==> src/rtl/sid_bus_sequencer.sv <==
// sid_bus_sequencer
//   Bus-side initiator for the SID emulation block. Host register writes are
//   queued with a per-command delay in C64 ticks. Each command is replayed as a
//   one-cycle cs/we strobe on the SID register port once its delay has elapsed.
//
// Ports
//   clk_sys, rst_n          : system clock, async active-low reset
//   cmd_valid/cmd_ready     : host command handshake
//   cmd_addr/data/delay     : SID register, value, C64 ticks to wait after dequeue
//   enable                  : 0 pauses dequeue and delay countdown
//   flush                   : drop the queued commands and any pending command
//   sid_cs/we/addr/wdata    : SID register interface
//   busy                    : command pending, in flight or queued
//   fifo_level              : queued entries, 0..FIFO_DEPTH
module sid_bus_sequencer #(
  parameter int FIFO_DEPTH = 16,
  parameter int TICK_DIV   = 50
) (
  input  logic                          clk_sys,
  input  logic                          rst_n,
  input  logic                          cmd_valid,
  output logic                          cmd_ready,
  input  logic [4:0]                    cmd_addr,
  input  logic [7:0]                    cmd_data,
  input  logic [15:0]                   cmd_delay,
  input  logic                          enable,
  input  logic                          flush,
  output logic                          sid_cs,
  output logic                          sid_we,
  output logic [4:0]                    sid_addr,
  output logic [7:0]                    sid_wdata,
  output logic                          busy,
  output logic [$clog2(FIFO_DEPTH):0]   fifo_level
);
  localparam int AW = $clog2(FIFO_DEPTH);
  localparam int LW = AW + 1;
  localparam int PW = (TICK_DIV > 1) ? $clog2(TICK_DIV) : 1;

  typedef struct packed {
    logic [4:0]  addr;
    logic [7:0]  data;
    logic [15:0] delay;
  } cmd_t;

  typedef enum logic [1:0] {IDLE, WAIT, WRITE} state_t;

  // Free-running C64 tick prescaler; never gated by enable or flush.
  logic [PW-1:0] pre_cnt;
  logic          tick;

  assign tick = (pre_cnt == PW'(TICK_DIV - 1));

  always_ff @(posedge clk_sys or negedge rst_n) begin
    if (!rst_n)    pre_cnt <= '0;
    else if (tick) pre_cnt <= '0;
    else           pre_cnt <= pre_cnt + 1'b1;
  end

  // Command FIFO. Storage is not reset; only pointers and level are.
  cmd_t          mem [FIFO_DEPTH];
  cmd_t          head;
  logic [AW-1:0] wr_ptr, rd_ptr;
  logic          push, pop;
  state_t        state;

  assign cmd_ready = (fifo_level < LW'(FIFO_DEPTH)) && !flush;
  assign push      = cmd_valid && cmd_ready;
  // Level is updated on the push edge, so a fresh entry is only seen a cycle later.
  assign pop       = (state == IDLE) && enable && (fifo_level != '0) && !flush;
  assign head      = mem[rd_ptr];

  always_ff @(posedge clk_sys) begin
    if (push) mem[wr_ptr] <= '{addr: cmd_addr, data: cmd_data, delay: cmd_delay};
  end

  always_ff @(posedge clk_sys or negedge rst_n) begin
    if (!rst_n) begin
      wr_ptr     <= '0;
      rd_ptr     <= '0;
      fifo_level <= '0;
    end else if (flush) begin
      wr_ptr     <= '0;
      rd_ptr     <= '0;
      fifo_level <= '0;
    end else begin
      if (push) wr_ptr <= wr_ptr + 1'b1;
      if (pop)  rd_ptr <= rd_ptr + 1'b1;
      fifo_level <= fifo_level + LW'(push) - LW'(pop);
    end
  end

  // Sequencer. cs/we are decoded from the next state so the strobe is a clean
  // registered pulse for exactly the WRITE cycle.
  logic [15:0] delay_cnt;
  logic [4:0]  hold_addr;
  logic [7:0]  hold_data;

  always_ff @(posedge clk_sys or negedge rst_n) begin
    if (!rst_n) begin
      state     <= IDLE;
      delay_cnt <= '0;
      hold_addr <= '0;
      hold_data <= '0;
      sid_cs    <= 1'b0;
      sid_we    <= 1'b0;
      sid_addr  <= '0;
      sid_wdata <= '0;
    end else begin
      sid_cs <= 1'b0;
      sid_we <= 1'b0;
      case (state)
        IDLE: begin
          if (pop) begin
            hold_addr <= head.addr;
            hold_data <= head.data;
            delay_cnt <= head.delay;
            state     <= WAIT;
          end
        end
        WAIT: begin
          if (flush) begin
            // Pending command is discarded without a write.
            delay_cnt <= '0;
            state     <= IDLE;
          end else if (delay_cnt == '0) begin
            state     <= WRITE;
            sid_cs    <= 1'b1;
            sid_we    <= 1'b1;
            sid_addr  <= hold_addr;
            sid_wdata <= hold_data;
          end else if (enable && tick) begin
            delay_cnt <= delay_cnt - 1'b1;
          end
        end
        // A started strobe always completes, regardless of enable or flush.
        WRITE:   state <= IDLE;
        default: state <= IDLE;
      endcase
    end
  end

  assign busy = (state != IDLE) || (fifo_level != '0);

endmodule
==> config.mk <==
export PLATFORM = sky130hd
export DESIGN_NAME = sid_bus_sequencer
export DESIGN_NICKNAME = d
export VERILOG_FILES = /design/src/rtl/sid_bus_sequencer.sv
export SDC_FILE = /design/constraint.sdc
export NUM_CORES = 1
export LEC_CHECK = 0
export ABC_AREA = 1
export CORE_ASPECT_RATIO = 0.75
export CORE_MARGIN = 2
export CORE_UTILIZATION = 25
export DETAILED_ROUTE_END_ITERATION = 10
export SLEW_MARGIN = 25
export SYNTH_ARGS = -nofsm -noshare
export SYNTH_HDL_FRONTEND = slang
export SYNTH_SLANG_ARGS = --single-unit
==> constraint.sdc <==
create_clock -name clk_sys -period 3.72 [get_ports clk_sys]
set_clock_uncertainty 0.1 [all_clocks]
set_input_delay 0.744 -clock clk_sys [delete_from_list [all_inputs] [get_ports clk_sys]]
set_output_delay 0.744 -clock clk_sys [all_outputs]
set_load 0.05 [all_outputs]
==> flow_metrics.env <==
export IMPL_cts_hold_buffers=0
export IMPL_intPower_uw=10600
export IMPL_overflow=0
export IMPL_slew_violations=0
export IMPL_fmaxAchievable_mhz=329
export IMPL_drt_iter0_drc=1379
export IMPL_maxCapViolations=0
export IMPL_core_mm2=0.0882
export IMPL_dp_worst_setup_slack_ns=0.417
export IMPL_drive_above_1_share=0.0874
export IMPL_tightestPinTransition_ns=1.01
export IMPL_grtUsageTotal=0.119
export IMPL_clock_root_buffer="clkbuf_16"
export IMPL_cp_startpoint="fifo_level[2]"
export IMPL_cts_num_sinks=528
export IMPL_nFillCells=8974
export IMPL_yosysSeqAreaShare=0.694
export IMPL_rsz0062_at_grt="false"
export IMPL_area_growth_pct=16.0
export IMPL_endpoint_kind="primary output"
export IMPL_grt_max_degree=144
export IMPL_routed_wl_mm=55.5
export IMPL_cts_resized=0
export IMPL_top_usage_layer="met1"
export IMPL_drc_errors=0
export IMPL_die_area_mm2=0.0919
export IMPL_vias_per_cell=4.41
export IMPL_syn_inst=2010
export IMPL_drtPass1Iterations=5
export IMPL_final_common_cell="nand2_1"
export IMPL_use_met3=0.0232
export IMPL_antenna_cells=0
export IMPL_wl_per_cell_um=17.0
export IMPL_post_cts_setup_buffers=0
export IMPL_placement_rows=94
export IMPL_grtUsageMet1=0.184
export IMPL_cts_tree="done"
export IMPL_ys_types=40
export IMPL_power_frac_clock=0.314
export IMPL_fin_crit_ns=3.04
export IMPL_gp_congestion=0.800
export IMPL_fin_util=0.294
export IMPL_numCtsBuffers=51
export IMPL_htreeDepth=2
export IMPL_clock_latency_ns=0.61
export IMPL_powerDensity_mw_per_mm2=609
export IMPL_synth_edff_count=464
export IMPL_yosys_most_used_dff="edfxtp_1"
export IMPL_crit_type="flop to primary output"
export IMPL_num_vias=14400
export IMPL_yosys_warnings=0
export IMPL_grt_pass1_wl_mm=84.8
export IMPL_setup_viol=0
export IMPL_grt_met2_usage=0.173
export IMPL_grt_pass1_vias=13500
export IMPL_synthArstFlopShare=0.121
export IMPL_worstReg2RegStart="rd_ptr[0]"
export IMPL_cp_start_kind="flop"
export IMPL_syn_area_per_cell_um2=11.1
export IMPL_hp_class="primary input to asynchronous set/reset pin"
export IMPL_status="finished, final reports clean"
export IMPL_ant_nets=0
export IMPL_dp_hpwl_mm=33.0
export IMPL_fin_tns_setup_ns=0
export IMPL_final_cell_mix="nand2_1, edfxtp_1, nor2_1"
export IMPL_ioPinCount=56
export IMPL_ys_ff_latch=528
export IMPL_combPwrFrac=0.247
export IMPL_synth_area_mm2=0.0224
export IMPL_slew_limit_headroom=0.328
export IMPL_syn_nets=2060
export IMPL_arrival_ns=2.20
export IMPL_irDropWorstVdd_mv=0.391
export IMPL_cts_reportedPaths_clkPinSlew_ns=0.06
export IMPL_fin_ws_ns=0.677
export IMPL_crit_path_max_fanout=3
export IMPL_die_y_um=263
export IMPL_nets=2113
export IMPL_hold_viol_final=0
export IMPL_antenna_found_initial=1
export IMPL_die_w_um=349
export IMPL_port_buffers=55
export IMPL_clk_path_buf_depth=3
export IMPL_start_util=0.254
export IMPL_finalCritPeriodShare=0.818
export IMPL_p_sw_frac=0.330
export IMPL_p_sw_uw=5220
export IMPL_leakagePower_uw=0.00949
export IMPL_p_seq_frac=0.439
export IMPL_required_ns=2.88
per-stage QoR:
| stage | instances | power [µW] | area [µm²] | hold slack, ns |
|---|---|---|---|---|
| after floorplan | 2010 | 9930 | 22400 | 0.342 |
| after global placement | 3162 | 10900 | 24400 | 0.361 |
| after detailed placement | 3162 | 11000 | 24400 | 0.365 |
| after CTS | 3257 | 15900 | 25900 | 0.148 |
| after global routing | 3257 | 16700 | 25900 | 0.192 |
| final | 3257 | 15800 | 25900 | 0.124 |
critical path: stages (launching register included):
cell,delay [ns]
dfrtp_1,0.38
inv_1,0.07
ha_1,0.22
nand4_1,0.10
clkdlybuf4s50_1,0.81
synthesized netlist by cell type (all sizes together) (2+ instances only):
| master | n | area share |
|---|---|---|
| a21oi | 31 | 0.0088 |
| nor3 | 5 | 0.0013 |
| nand4 | 2 | 0.00056 |
| clkbuf | 29 | 0.0049 |
| nor2 | 282 | 0.050 |
| o21ai | 152 | 0.034 |
| nand3 | 175 | 0.040 |
| nand2 | 524 | 0.089 |
| inv | 128 | 0.022 |
| buf | 75 | 0.025 |
| xnor2 | 2 | 0.00078 |
| ha | 15 | 0.0084 |
| dfrtp | 64 | 0.072 |
| xor2 | 3 | 0.0012 |
| o211ai | 52 | 0.017 |
| edfxtp | 464 | 0.62 |
routing by layer:
layer / share of wire / routed length [µm]
met5: 0 / 0
met4: 0.015 / 823
met3: 0.067 / 3740
met2: 0.43 / 23600
met1: 0.49 / 27300
power groups by stage:
stage | sequential (µW) | combinational, µW | clock, µW
3_5_place_dp | 7060 | 3920 | 0
6_report | 6940 | 3900 | 4960
5_1_grt | 6960 | 4400 | 5320
4_1_cts | 6930 | 3940 | 5060
2_1_floorplan | 7070 | 2860 | 0
3_3_place_gp | 7050 | 3890 | 0
path summary, 6_finish.rpt:
check / end / slack (ns) / depth (start not counted)
max: busy / 0.68 / 4
min: delay_cnt[7] / 0.12 / 1
max reg2reg: hold_data[1] / 1.10 / 8
min reg2reg: sid_addr[3] / 0.37 / 2
max in group asynchronous: rd_ptr[0] / 2.68 / 1
min in group clk_sys: sid_addr[3] / 0.37 / 2
registers in the layout, indices dropped and copies added, names as in the netlist, 2 cells and up:
| signal | count |
|---|---|
| wr_ptr | 4 |
| sid_wdata | 8 |
| sid_addr | 5 |
| state | 2 |
| mem | 464 |
| hold_addr | 5 |
| pre_cnt | 6 |
| rd_ptr | 4 |
| hold_data | 8 |
| delay_cnt | 16 |
| fifo_level | 5 |
logic make-up (layout without fill, tap and decap cells):
family | after synthesis | in the layout | synth area share
XOR/XNOR | 5 | 5 | 0.00196
flip-flops | 528 | 528 | 0.694
adder cells (fa/ha/maj) | 16 | 16 | 0.00928
AND/OR/NAND/NOR | 991 | 991 | 0.181
buffers and inverters | 233 | 328 | 0.0520
AO/OA/AOI/OAI | 237 | 237 | 0.0610
area by class of cell:
cell class | count | area [µm²] | area share
sequential | 528 | 15500 | 0.599
multi-input combinational | 1249 | 5790 | 0.223
tap | 1152 | 1440 | 0.0556
clock buffer | 63 | 1350 | 0.0521
timing repair buffer | 104 | 1100 | 0.0424
inverter | 129 | 492 | 0.0190
clock inverter | 32 | 220 | 0.00849
Note: power is estimated with default switching activity, not from simulation.
